--- src/rtl/result_hex_display.sv ---
// Result word to six active-low seven-segment digits, in hex or in decimal
// via iterative double-dabble, with optional leading-zero blanking.
module result_hex_display #(
    parameter int DATA_W = 24
) (
    input  logic              clk,
    input  logic              rst,
    input  logic [DATA_W-1:0] in_data,
    input  logic              in_valid,
    output logic              in_ready,
    input  logic              mode_dec,
    input  logic              blank_lz,
    output logic              busy,
    output logic              disp_valid,
    output logic [6:0]        HEX0,
    output logic [6:0]        HEX1,
    output logic [6:0]        HEX2,
    output logic [6:0]        HEX3,
    output logic [6:0]        HEX4,
    output logic [6:0]        HEX5
);

    localparam int SH_W = 24 + DATA_W;
    localparam logic [6:0] SEG_DASH  = 7'b0111111;
    localparam logic [6:0] SEG_BLANK = 7'h7F;

    typedef enum logic [1:0] {IDLE, CONVERT, UPDATE} state_t;

    state_t           state;
    logic [SH_W-1:0]  shift_q;
    logic [4:0]       cnt;
    logic             mode_q;
    logic             blank_q;
    logic             ovf_q;
    logic [5:0][6:0]  hex_q;
    logic [5:0][6:0]  hex_next;
    logic [5:0][3:0]  dig;
    logic [23:0]      hex_val;
    int unsigned      msd;

    function automatic logic [6:0] glyph(input logic [3:0] v);
        case (v)
            4'h0: glyph = 7'b1000000;
            4'h1: glyph = 7'b1111001;
            4'h2: glyph = 7'b0100100;
            4'h3: glyph = 7'b0110000;
            4'h4: glyph = 7'b0011001;
            4'h5: glyph = 7'b0010010;
            4'h6: glyph = 7'b0000010;
            4'h7: glyph = 7'b1111000;
            4'h8: glyph = 7'b0000000;
            4'h9: glyph = 7'b0010000;
            4'hA: glyph = 7'b0001000;
            4'hB: glyph = 7'b0000011;
            4'hC: glyph = 7'b1000110;
            4'hD: glyph = 7'b0100001;
            4'hE: glyph = 7'b0000110;
            default: glyph = 7'b0001110;
        endcase
    endfunction

    function automatic logic [SH_W-1:0] dabble_step(input logic [SH_W-1:0] s);
        logic [SH_W-1:0] t;
        t = s;
        for (int unsigned d = 0; d < 6; d++) begin
            if (t[DATA_W+4*d +: 4] >= 4'd5)
                t[DATA_W+4*d +: 4] = t[DATA_W+4*d +: 4] + 4'd3;
        end
        return {t[SH_W-2:0], 1'b0};
    endfunction

    // Hex digits come from the raw word still sitting in the low half of the
    // shift register; decimal digits come from the converted BCD upper half.
    always_comb begin
        hex_val  = 24'(shift_q[DATA_W-1:0]);
        dig      = '0;
        hex_next = '1;
        msd      = 0;
        for (int unsigned d = 0; d < 6; d++) begin
            dig[d] = mode_q ? shift_q[DATA_W+4*d +: 4] : hex_val[4*d +: 4];
            if (dig[d] != 4'd0)
                msd = d;
        end
        for (int unsigned d = 0; d < 6; d++) begin
            if (ovf_q)
                hex_next[d] = SEG_DASH;
            else if (blank_q && d > msd)
                hex_next[d] = SEG_BLANK;
            else
                hex_next[d] = glyph(dig[d]);
        end
    end

    always_ff @(posedge clk) begin
        if (rst) begin
            state      <= IDLE;
            in_ready   <= 1'b1;
            busy       <= 1'b0;
            disp_valid <= 1'b0;
            hex_q      <= '1;
            shift_q    <= '0;
            cnt        <= '0;
            mode_q     <= 1'b0;
            blank_q    <= 1'b0;
            ovf_q      <= 1'b0;
        end else begin
            case (state)
                IDLE: begin
                    if (in_valid) begin
                        shift_q  <= {24'b0, in_data};
                        mode_q   <= mode_dec;
                        blank_q  <= blank_lz;
                        ovf_q    <= mode_dec && (24'(in_data) > 24'd999999);
                        cnt      <= '0;
                        in_ready <= 1'b0;
                        busy     <= 1'b1;
                        state    <= mode_dec ? CONVERT : UPDATE;
                    end
                end
                CONVERT: begin
                    shift_q <= dabble_step(shift_q);
                    cnt     <= cnt + 5'd1;
                    if (cnt == 5'(DATA_W - 1))
                        state <= UPDATE;
                end
                UPDATE: begin
                    hex_q      <= hex_next;
                    disp_valid <= 1'b1;
                    in_ready   <= 1'b1;
                    busy       <= 1'b0;
                    state      <= IDLE;
                end
                default: state <= IDLE;
            endcase
        end
    end

    assign HEX0 = hex_q[0];
    assign HEX1 = hex_q[1];
    assign HEX2 = hex_q[2];
    assign HEX3 = hex_q[3];
    assign HEX4 = hex_q[4];
    assign HEX5 = hex_q[5];

endmodule

--- config.mk ---
export PLATFORM = sky130hd
export DESIGN_NAME = result_hex_display
export DESIGN_NICKNAME = d
export VERILOG_FILES = /design/src/rtl/result_hex_display.sv
export SDC_FILE = /design/constraint.sdc
export NUM_CORES = 1
export LEC_CHECK = 0
export BUFFER_PORTS_ARGS = -buffer_cell sky130_fd_sc_hd__clkbuf_2
export CAP_MARGIN = 20
export CORE_MARGIN = 2
export CORE_UTILIZATION = 59
export DETAILED_ROUTE_END_ITERATION = 8
export GPL_ROUTABILITY_DRIVEN = 1
export PLACE_DENSITY = 0.83
export SYNTH_ARGS = -nofsm -noshare
export SYNTH_HDL_FRONTEND = slang
export SYNTH_SLANG_ARGS = --single-unit
--- constraint.sdc ---
create_clock -name clk -period 3.41 [get_ports clk]
set_input_delay 0.682 -clock clk [delete_from_list [all_inputs] [get_ports clk]]
set_output_delay 0.682 -clock clk [all_outputs]
set_load 0.005 [all_outputs]
==> run metrics, run 1 <==
outcome complete, no violations; post-synthesis cell area 6165 µm²; Setup Crit Path Kind reg2reg; Net Sw Power 0.9514 mW; CTS sink cnt 103; Util after Layout 66.80%; Sw Ratio 32.84%; vias in the first global route 5339; Max Buffers Root-to-Sink 2; Routed WL 15810 µm; Worst-Margin Slew 0.7299 ns; Worst-path clk slew 0.10 ns; Worst R2R Start mode_q; Starting Density 60.25%; asr flop ratio synth 0%; Pre-Repair DR Iteration Count 5; CTS resizes 0; syn_nets 840; mean post-synth cell area 8.069 µm²; RSZ-0062 raised after global routing false; Final Hold Viols 0; crit path to HEX1[2]; H-Tree Level Count 3; commonest non-fill, non-tap cell in the layout nor2_1; Post-synth top flop dfxtp_1; antenna-violating nets left 0; Clock Latency Late Sink 0.37 ns; Worst R2R End HEX1[2]; post-route cell area 6834 µm²; CP Capture Type flip-flop; Post-synth EDFFs 0; I/O pin cnt 74; Internal 1.945 mW; Residual DRC 0; ANT cells 0; Final HPWL DP 11470 µm; Placer Congestion 0.9610; largest net degree at the start of global routing 68; logic gate share of total power 25.6%; Hold Buf Count CTS 0; GRT overflow 0; Max Freq 350.0 MHz; synthesis-to-layout area growth 10.86%; part of the power in registers 46.9%; Rel. slew slack 51.34%; CP Data Required Time 3.71 ns; TNS Setup 0 ns; CP Launch Point mode_q; fin nets 896; Critical Path Fanout Max 25; Num CTS Buffers 9; YS warnings 0; Overall Global Routing Usage 28.10%; placed instance area 6626 µm²; total power 2.897 mW; Die Span Y 106.2 µm; maximum vdd ir drop 0.0002192 V; initial drt markers 538; #FFs+latches synth 103; final clock period utilization by the worst path 83.78%; Die ar. 11280 µm²; Tmin final 2.857 ns; clock share of power 27.5%; final setup vio count 0; leakage 2.831 nW; DR vias 5852; Unique masters post-synth 63; CTS tree done; core area 10230 µm²; first-pass GRT wire length 25700 µm; final worst clock skew 0.007940 ns; Final Max Slew Viols 0; Post-CTS Setup Repair Bufs 0; reg2reg setup slack 0.55 ns; wire per inst 16.45 µm; Critical Path Start Type flip-flop; Gate Count Post-Synth 764; commonest cells after routing, fill and taps aside 138 x nor2_1, 102 x dfxtp_1, 73 x clkbuf_2, 62 x a21oi_1, 48 x nand2_1; arrival time at the worst endpoint 3.16 ns; initial antenna violation count 0; Min-Delay Path Class reg2reg; sequential share of the synthesized area 33.45%; vias per cell 6.089; PwrDens 423.9 nW/µm²; Clock Root Buffer clkbuf_8; layout cell share with drive strength beyond 1 15.15%; R2R cell count 7; die width 106.2 µm; Layout fillers 843; port bufs 73; Max Cap Viol 0; row count 37
[registers in the layout (all words and copies together), names as in the netlist, 2 cells and up]
register and count:
HEX5 7, HEX4 7, HEX2 7, cnt 5
state 2, shift_q 48, HEX3 7, HEX0 7
HEX1 7
[layer usage]
metal / track usage [%] / vias up / wire length [µm]
met5: 0 / - / 0
met4: 9.398 / 0 / 286
met3: 4.108 / 32 / 1160
met2: 45.33 / 254 / 7320
met1: 38.59 / 2740 / 7046
li1: - / 2826 / -
[how the worst min path moves through the flow]
stage                          start          to  slack, ns  depth (start not counted)
after detailed placement  disp_valid  disp_valid       0.44                          2
after global routing      disp_valid  disp_valid       0.50                          2
after global placement      in_ready    in_ready       0.43                          1
after floorplan              blank_q     blank_q       0.44                          2
final                     disp_valid  disp_valid       0.45                          2
after CTS                 disp_valid  disp_valid       0.45                          2
[power groups by stage]
| stage | logic (mW) | registers, mW | clock network [mW] |
|---|---|---|---|
| floorplan | 0.529 | 1.36 | 0 |
| global placement | 0.700 | 1.38 | 0 |
| detailed placement | 0.725 | 1.39 | 0 |
| CTS | 0.731 | 1.36 | 0.801 |
| global route | 0.822 | 1.37 | 0.842 |
| finish | 0.741 | 1.36 | 0.797 |
[layout make-up]
| class | count | area (µm²) | area share, % |
|---|---|---|---|
| Inverter | 28 | 105.1 | 1.538 |
| Clock buffer | 10 | 137.6 | 2.014 |
| Timing Repair Buffer | 86 | 475.5 | 6.957 |
| Clock inverter | 6 | 70.07 | 1.025 |
| Multi-Input combinational cell | 592 | 3812 | 55.79 |
| Sequential cell | 103 | 2063 | 30.19 |
| Tap cell | 136 | 170.2 | 2.490 |
[cell usage after synthesis, types with 8 or more instances]
cell       count  area [µm²]
a21o_1        10       75.07
a211oi_1       8       60.06
ha_1          47       588.1
a31oi_1       11       68.82
nor2b_1       18       112.6
a21oi_1       62       310.3
nor3_1        39       195.2
o21ai_0       29       145.1
a2bb2oi_1      8       70.07
mux2_2        11       123.9
mux2i_1       24       240.2
nor2_1       138       518.0
dfxtp_1      103        2062
nand2b_1      10       62.56
clkbuf_1      24       90.09
nand3_1       14       70.07
nand2_1       48       180.2
inv_1         27       101.4
o22a_1        10       87.58
xnor2_1       11       96.34
a22oi_1       14       105.1
[logic make-up (layout without fill, tap and decap cells)]
family / Yosys count / count (layout) / synth area share, %
AOI/OAI and AO/OA: 200 / 200 / 21.45
xor gates and xnor gates: 11 / 11 / 1.563
adders and majority gates: 47 / 47 / 9.539
buffers and inverters: 69 / 130 / 4.709
DFF: 103 / 103 / 33.45
muxes: 42 / 42 / 7.773
and+or+nand+nor: 292 / 292 / 21.51
[critical path, cell delays in order, from the launching register on]
cell	delay [ns]
dfxtp_2	0.63
buf_12	0.24
mux2i_1	0.57
ha_1	0.29
o21ai_1	0.18
nor4_2	0.54
nor2_1	0.14
a21oi_1	0.17
[metrics by stage]
step	worst slack, ns	hold slack [ns]	instances
final	0.5530	0.4473	961
after detailed placement	0.6155	0.4375	945
after global routing	0.3386	0.4957	961
after global placement	0.7353	0.4321	945
after floorplan	0.7527	0.4401	764
after CTS	0.5805	0.4525	961
(Power assumes the default switching activity.)
==> run 2, diff against run 1 <==
CORE_UTILIZATION = 53   (was 59)
PLACE_DENSITY = 0.79   (was 0.83)
clock period = 2.6 ns   (was 3.41 ns; I/O delays follow)
==> run 2 against run 1 <==
Effect of this change:
- critical path depth rose by 1
- die area is 11% higher
- cell count increased by 3.1%
- critical path type unchanged
- largest cell class unchanged
==> run metrics, run 2 (synthesized netlist as in run 1, its figures left out) <==
row count 39 (+5.4%); Die Span Y 111.9 µm (+5.3%); Max Freq 407.8 MHz (+17%); CP Data Required Time 2.88 ns (-0.83 ns); Setup Crit Path Kind reg2reg; Pre-Repair DR Iteration Count 5 (unchanged); synthesis-to-layout area growth 15.32%; largest net degree at the start of global routing 68 (unchanged); Sw Ratio 31.74% (-1.1 points); CP Capture Type flip-flop; Residual DRC 0 (unchanged); die width 111.9 µm (+5.3%); Worst-Margin Slew 0.7471 ns (+0.01721 ns); final worst clock skew 0.006588 ns (-0.001352 ns); DR vias 6003 (+2.6%); vias per cell 6.058 (-0.53%); initial antenna violation count 0 (unchanged); final clock period utilization by the worst path 94.31% (+11 points); Clock Root Buffer clkbuf_16; Critical Path Start Type flip-flop; Final Hold Viols 0 (unchanged); Worst-path clk slew 0.07 ns (-0.03 ns); Max Cap Viol 0 (unchanged); placed instance area 6803 µm² (+2.7%); Clock Latency Late Sink 0.36 ns (about the same); commonest non-fill, non-tap cell in the layout nor2_1; Starting Density 54.22% (-6.0 points); RSZ-0062 raised after global routing false; ANT cells 0 (unchanged); Min-Delay Path Class in2reg; initial drt markers 467 (-13%); PwrDens 589.1 nW/µm² (+39%); leakage 2.981 nW (+5.3%); CTS sink cnt 103 (unchanged); maximum vdd ir drop 0.0003684 V (+68%); Layout fillers 957 (+14%); fin nets 919 (+2.6%); Final Max Slew Viols 0 (unchanged); first-pass GRT wire length 27280 µm (+6.1%); antenna-violating nets left 0 (unchanged); busiest layer in global routing met2; Tmin final 2.452 ns (-0.4049 ns); Rel. slew slack 50.09% (-1.2 points); Internal 2.859 mW (+47%); Net Sw Power 1.329 mW (+40%); I/O pin cnt 74 (unchanged); max FFs per register 48 (unchanged); M2 GR Usage 44.36% (-0.97 points); TNS Setup 0 ns (unchanged); layout cell share with drive strength beyond 1 17.81% (+2.7 points); Util after Layout 62.53% (-4.3 points); multi-input logic area 3825 µm² (+0.33%); commonest cells after routing, fill and taps aside 138 x nor2_1, 102 x dfxtp_1, 73 x clkbuf_2, 62 x a21oi_1, 48 x nand2_1; Critical Path Fanout Max 13 (-48%); final setup vio count 0 (unchanged); post-route cell area 7109 µm² (+4.0%); Post-CTS Setup Repair Bufs 0 (unchanged); GRT overflow 0 (unchanged); Hold Buf Count CTS 0 (unchanged); total power 4.188 mW (+45%); Placer Congestion 0.9236 (-3.9%); reg2reg setup slack 0.15 ns (-0.41 ns); Final HPWL DP 11800 µm (+2.9%); logic gate share of total power 24.5% (-1.1 points); routing usage on met3 4.246% (+0.14 points); vias in the first global route 5802 (+8.7%); M1 GR Usage 33.53% (-5.1 points); core area 11370 µm² (+11%); part of the power in registers 42.5% (-4.4 points); H-Tree Level Count 3 (unchanged); port bufs 73 (unchanged); Storage cell area 2066 µm² (+0.12%); Routed WL 16540 µm (+4.6%); Biggest register shift_q; CTS tree done; Die ar. 12510 µm² (+11%); wire per inst 16.69 µm (+1.4%); arrival time at the worst endpoint 2.73 ns (-0.43 ns); Max Buffers Root-to-Sink 2 (unchanged); clock share of power 33.0% (+5.5 points); Num CTS Buffers 9 (unchanged); Overall Global Routing Usage 26.48% (-1.6 points); outcome complete, no violations
run 2: cell types whose count changed in the layout (fill, tap and decap cells not counted), moves of 2 or more:
cell	before	now
buf_4	12	36
clkbuf_8	10	0
clkbuf_16	0	9
mux2i_1	24	22
mux2i_2	4	6
run 2: final timing paths:
kind	from	endpoint	cells past startpoint
setup / recovery	mode_q	HEX2[0]	8
hold reg to reg	disp_valid	disp_valid	2
setup reg to reg	mode_q	HEX2[0]	8
hold / removal	blank_lz	blank_q	3
run 2: final cells by class:
type / count / area share (%)
clock buffer: 9 / 3.168
tap: 143 / 2.517
sequential: 103 / 29.06
multi-input combinational: 592 / 53.80
timing repair buffer: 109 / 8.941
inverter: 28 / 1.478
clock inverter: 7 / 1.038
run 2: power groups by stage:
stage,logic (mW),registers (mW),clock network (mW)
2_1_floorplan,0.696,1.79,0
3_3_place_gp,0.957,1.81,0
3_5_place_dp,0.996,1.81,0
4_1_cts,1.01,1.78,1.40
5_1_grt,1.13,1.79,1.46
6_report,1.03,1.78,1.38
run 2: timing repair:
item	CTS	global route
endpoints found under the setup margin	0	17
resized for setup	0	2
hold endpoints to repair	0	0
run 2: metal layers:
metal | vias to the layer above | routed length, µm
met5 | - | 0
met4 | 0 | 553
met3 | 46 | 1161
met2 | 247 | 7960
met1 | 2832 | 6861
li1 | 2878 | -
run 2: per-stage QoR:
stage	worst slack (ns)	cells	hold WS, ns
4_1_cts	0.05822	991	0.3904
2_1_floorplan	0.06292	764	0.4401
3_5_place_dp	0.1348	975	0.4500
3_3_place_gp	0.2417	975	0.4344
6_report	0.1479	991	0.3838
5_1_grt	0.03343	991	0.4282
run 2: worst max-delay path: stages, from the launching register on:
cell and delay, ns:
dfxtp_4 0.48, mux2_2 0.41, inv_1 0.15, ha_1 0.21, o21ai_1 0.18, buf_4 0.21, nor3_1 0.37, nor2_1 0.19
a31oi_1 0.18
